File: config.mk
export PLATFORM = sky130hd
export DESIGN_NAME = wc_tile_feeder
export DESIGN_NICKNAME = d
export VERILOG_FILES = /design/src/rtl/wc_tile_feeder.sv
export SDC_FILE = /design/constraint.sdc
export NUM_CORES = 1
export LEC_CHECK = 0
export BUFFER_PORTS_ARGS = -buffer_cell sky130_fd_sc_hd__buf_2
export CORE_MARGIN = 1.5
export CORE_UTILIZATION = 48
export CTS_BUF_LIST = sky130_fd_sc_hd__clkbuf_4
export CTS_CLUSTER_DIAMETER = 200
export DETAILED_ROUTE_END_ITERATION = 8
export PLACE_DENSITY_LB_ADDON = 0.08
export SLEW_MARGIN = 5
export SYNTH_ARGS = -nofsm -noshare
export SYNTH_HDL_FRONTEND = slang
export SYNTH_SLANG_ARGS = --single-unit
File: constraint.sdc
create_clock -name clk -period 3.1 [get_ports clk]
set_input_delay 0.155 -clock clk [delete_from_list [all_inputs] [get_ports clk]]
set_output_delay 0.155 -clock clk [all_outputs]
set_load 0.02 [all_outputs]
File: src/rtl/wc_tile_feeder.sv
// Input-side streamer for the Winograd core: turns a serial sample stream into
// overlapping TILE-sample tiles. Each tile after the first keeps the last OVL samples
// of the previous one. A short final tile is zero-padded. Both sides use valid/ready.
module wc_tile_feeder #(
    parameter int DW   = 10,
    parameter int TILE = 7,
    parameter int STEP = 4
) (
    input  logic                 clk,
    input  logic                 rst_n,
    input  logic [DW-1:0]        s_data,
    input  logic                 s_valid,
    output logic                 s_ready,
    input  logic                 s_last,
    output logic [DW*TILE-1:0]   tile,
    output logic                 tile_valid,
    input  logic                 tile_ready,
    output logic                 tile_first,
    output logic                 tile_last
);

    localparam int OVL = TILE - STEP;
    localparam int CW  = $clog2(TILE + 1);
    localparam logic [CW-1:0] TILE_C = CW'(TILE);
    localparam logic [CW-1:0] OVL_C  = CW'(OVL);

    typedef enum logic [1:0] {FILL, REFILL, PAD, EMIT} state_t;

    state_t          state;
    logic [CW-1:0]   count;
    logic [CW-1:0]   count_inc;
    logic [DW-1:0]   window [TILE];
    logic            row_first;
    logic            accept;
    logic            do_shift;
    logic            clear_win;
    logic [DW-1:0]   shift_in;

    assign accept    = s_valid & s_ready;
    assign count_inc = count + 1'b1;

    // Window control: shift on an accepted sample or a pad cycle, clear when a row ends.
    // NOTE: every always_comb output gets a default first so no latch is inferred.
    always_comb begin
        do_shift  = 1'b0;
        shift_in  = '0;
        clear_win = 1'b0;
        case (state)
            FILL, REFILL: begin
                do_shift = accept;
                shift_in = s_data;
            end
            PAD:     do_shift = 1'b1;
            EMIT:    clear_win = tile_ready & tile_last;
            default: ;
        endcase
    end

    // Sample window: new entry at TILE-1, older entries move toward element 0.
    // NOTE: the window is cleared on reset because the idle tile bus must read as zero.
    always_ff @(posedge clk) begin
        if (!rst_n || clear_win) begin
            for (int i = 0; i < TILE; i++) window[i] <= '0;
        end else if (do_shift) begin
            for (int i = 0; i < TILE - 1; i++) window[i] <= window[i+1];
            window[TILE-1] <= shift_in;
        end
    end

    // Tile bus: element 0 (oldest sample) sits in the most significant slice.
    for (genvar i = 0; i < TILE; i++) begin : g_pack
        assign tile[DW*(TILE-i)-1 -: DW] = window[i];
    end

    // Sequencer: fill, pad and emit with registered handshake outputs.
    // NOTE: sequential state uses non-blocking assignments so all registers update together.
    always_ff @(posedge clk) begin
        if (!rst_n) begin
            state      <= FILL;
            count      <= '0;
            s_ready    <= 1'b0;
            tile_valid <= 1'b0;
            tile_first <= 1'b0;
            tile_last  <= 1'b0;
            row_first  <= 1'b1;
        end else begin
            case (state)
                FILL, REFILL: begin
                    s_ready <= 1'b1;
                    if (accept) begin
                        count <= count_inc;
                        if (count_inc == TILE_C) begin
                            state      <= EMIT;
                            s_ready    <= 1'b0;
                            tile_valid <= 1'b1;
                            tile_first <= row_first;
                            tile_last  <= s_last;
                        end else if (s_last) begin
                            state   <= PAD;
                            s_ready <= 1'b0;
                        end
                    end
                end
                PAD: begin
                    count <= count_inc;
                    if (count_inc == TILE_C) begin
                        state      <= EMIT;
                        tile_valid <= 1'b1;
                        tile_first <= row_first;
                        tile_last  <= 1'b1;
                    end
                end
                EMIT: begin
                    if (tile_ready) begin
                        tile_valid <= 1'b0;
                        tile_first <= 1'b0;
                        tile_last  <= 1'b0;
                        s_ready    <= 1'b1;
                        row_first  <= tile_last;
                        if (tile_last) begin
                            state <= FILL;
                            count <= '0;
                        end else begin
                            state <= REFILL;
                            count <= OVL_C;
                        end
                    end
                end
                default: state <= FILL;
            endcase
        end
    end

endmodule

==> flow_summary_export.csv <==
group,metric,value,unit
routing,drt_first_pass_iters,4,
worst_setup_path,worstPathMaxFanout,37,
cts,clockBufferDepth,2,
sta,worst_pin_slew,0.5980,ns
synth,synth.area.top_cells,"edfxtp_1 66%, and2_1 12%, dfxtp_1 6.3%, and2_2 2.6%, a21oi_1 1.1%",
die,die_width,84.27,um
worst_setup_path,crit_type,"register to register",
synth,async_reset_ff_share,0,%
cts,post-cts-setup-buffers,0,
cts,ctsResizeCount,0,
sta,final-setup-viol-count,0,
cts,cts_inserted_buffers,9,
synth,synth.distinct_cells,35,
global_route,gr-usage-all-layers,14.77,%
placed_design,pre_cts_slack,0.8296,ns
routing,via_count,1908,
die,initial_core_util,49.93,%
sta,drv_slew,0,
cts,htreeDepth,3,
synth,yosysMostFrequentCell,"edfxtp_1",
placed_design,port_buffers,88,
power_and_ir_drop,p_clk_share,27.5,%
cells_and_area,nets,331,
synth,synth_common_cells,"70 x edfxtp_1, 61 x and2_1, 11 x and2_2, 10 x dfxtp_1, 8 x nand2_1",
routing,wirelength,5162,um
power_and_ir_drop,p_sw_share,26.07,%
die,rows,29,
cells_and_area,fillers,500,
synth,ys_seq_area_share,72.61,%
routing,drt_iter0_drc,106,
sta,skew,0.02230,ns
synth,ys_warn_count,0,
cts,postCtsHoldBufs,4,
sta,fin_crit_sh,73.24,%
sta,fin_tns_setup,0,ns
die,die-area,7101,um^2
cts,clock-sinks,80,
outcome,status,"finished, final reports clean",
sta,rsz0062_at_grt,"no",
power_and_ir_drop,seqPwrFrac,59.2,%
worst_setup_path,cp.required,3.21,ns
worst_setup_path,cp.arrival,2.38,ns
global_route,grt_max_degree,62,
sta,finalHoldViolations,0,
worst_setup_path,cp-startpoint,"state[1]",
global_route,antenna_found_initial,0,
worst_hold_path,hp-start,"s_data[3]",
die,ios,89,
routing,viasPerCell,4.818,
die,die-height,84.27,um
placed_design,place.gp.congestion,0.7464,
worst_setup_path,rrSetupSlack,0.83,ns
power_and_ir_drop,ir_drop,0.0003248,V
synth,ys_ff_latch,80,
power_and_ir_drop,powerDensity,566.7,nW/um^2
power_and_ir_drop,comb_power_share,13.3,%
power_and_ir_drop,power_switching,0.5735,mW
routing,wl_per_cell,13.04,um
worst_setup_path,crit_path_end_kind,"register",
synth,postSynthAreaPerCell,14.54,um^2
run,cap_violations,0,
power_and_ir_drop,p_int,1.627,mW
global_route,grt_pass1_vias,1722,
sta,max_slew_margin,60.08,%
cells_and_area,design_area,3882,um^2
cells_and_area,syn2layout_area_growth,22.45,%
power_and_ir_drop,leakagePower,1.702,nW
routing,drtAntennaViolNets,0,
placed_design,dp_hpwl,3349,um
cts,clk_pin_slew_worst_paths,0.12,ns
synth,synth_cells,218,
power_and_ir_drop,power,2.200,mW
cts,cts_root_buf,"clkbuf_4",
sta,final.min_clock_period,2.270,ns
sta,layout_setup_ws,0.8295,ns
cts,cts_tree,"yes",
cells_and_area,drive_gt1_share,38.24,%
synth,synthFlopType,"edfxtp_1",
synth,synth_top_area_cell,"edfxtp_1",
worst_setup_path,startpoint_type,"register",
cells_and_area,diodes,0,
global_route,grt_overflow,0,
routing,drcViolationCount,0,
placed_design,place_area,3692,um^2
synth,synth_edf_count,70,
synth,synth_top_area_share,66.30,%
worst_setup_path,r2r_start,"state[1]",
synth,netlist_area,3171,um^2
die,core,6350,um^2
global_route,grt_pass1_wl,8024,um
synth,syn_nets,235,
worst_hold_path,hold_path.class,"primary input to register",
sta,max_freq,0.4404,GHz
cts,insertion_delay,0.41,ns
## cell usage in the layout (no fill, tap or decap), types with 2 or more instances in the layout
cell,instances
buf_2,88
edfxtp_1,70
and2_1,61
and2_2,11
clkbuf_4,11
dfxtp_1,10
nand2_1,8
a21oi_1,7
nand3_1,5
dlygate4sd3_1,5
inv_1,4
nor2_1,4
o22ai_1,2
nand3b_1,2
a311oi_1,2
ha_1,2
clkinv_4,2
clkinv_2,2
## cell type report
| type | count | area (um^2) | area share, % |
|---|---|---|---|
| Clock buffer | 11 | 82.58 | 2.127 |
| Clock inverter | 5 | 57.56 | 1.482 |
| Inverter | 4 | 15.01 | 0.3867 |
| Multi-Input combinational cell | 124 | 810.8 | 20.88 |
| Sequential cell | 80 | 2302 | 59.30 |
| Tap cell | 77 | 96.34 | 2.481 |
| Timing Repair Buffer | 95 | 518.0 | 13.34 |
## path summary, 6_finish.rpt
path / end / cells past startpoint
setup / recovery: window[0][5] / 5
setup reg to reg: window[0][5] / 5
hold reg to reg: tile_first / 2
hold / removal: window[6][3] / 2
## power groups by stage
stage                     Clock (mW)  Sequential (mW)  Combinational (mW)
after floorplan                    0             1.43              0.0852
after global placement             0             1.33               0.291
after detailed placement           0             1.33               0.291
after CTS                      0.623             1.30               0.296
after global routing           0.673             1.31               0.315
final                          0.606             1.30               0.293
## routing by layer
metal	vias up	track usage (%)	share of wire (%)	wire (um)
met2	63	21.82	44	2282
li1	963	-	-	-
met5	-	0	0	0
met3	10	5.703	7.7	398
met4	0	7.601	1.9	100
met1	872	19.07	46	2381
## critical path, stage by stage, from the launching register on
cell and delay (ns):
dfxtp_1 0.72, a21oi_2 0.10, a21oi_1 0.32, inv_1 0.13, nand3_4 0.42, buf_12 0.28
## registers in the layout (all words and copies together) (netlist names)
register and cells:
count 3, row_first 1, s_ready 1, state 2
tile_first 1, tile_last 1, tile_valid 1, window 70
## per-stage QoR
step                      std cells  util (%)  hold WS [ns]
final                           396     61.14       0.03280
after CTS                       395     60.99      0.002898
after floorplan                 218         -        0.3532
after detailed placement        375     58.15        0.4318
after global routing            396     61.14      0.001398
after global placement          375     58.15        0.4268
## cells by family (layout without fill, tap and decap cells)
kind of cell | after synthesis | in the layout | share of synthesized area (%)
compound gates | 20 | 20 | 4.302
fa+ha+maj | 2 | 2 | 0.7891
flops | 80 | 80 | 72.61
simple gates | 99 | 99 | 19.22
xor+xnor | 2 | 2 | 0.5526
mux | 1 | 1 | 0.3157
buf+inv | 14 | 115 | 2.210
Power figures use the tool's default switching activity.
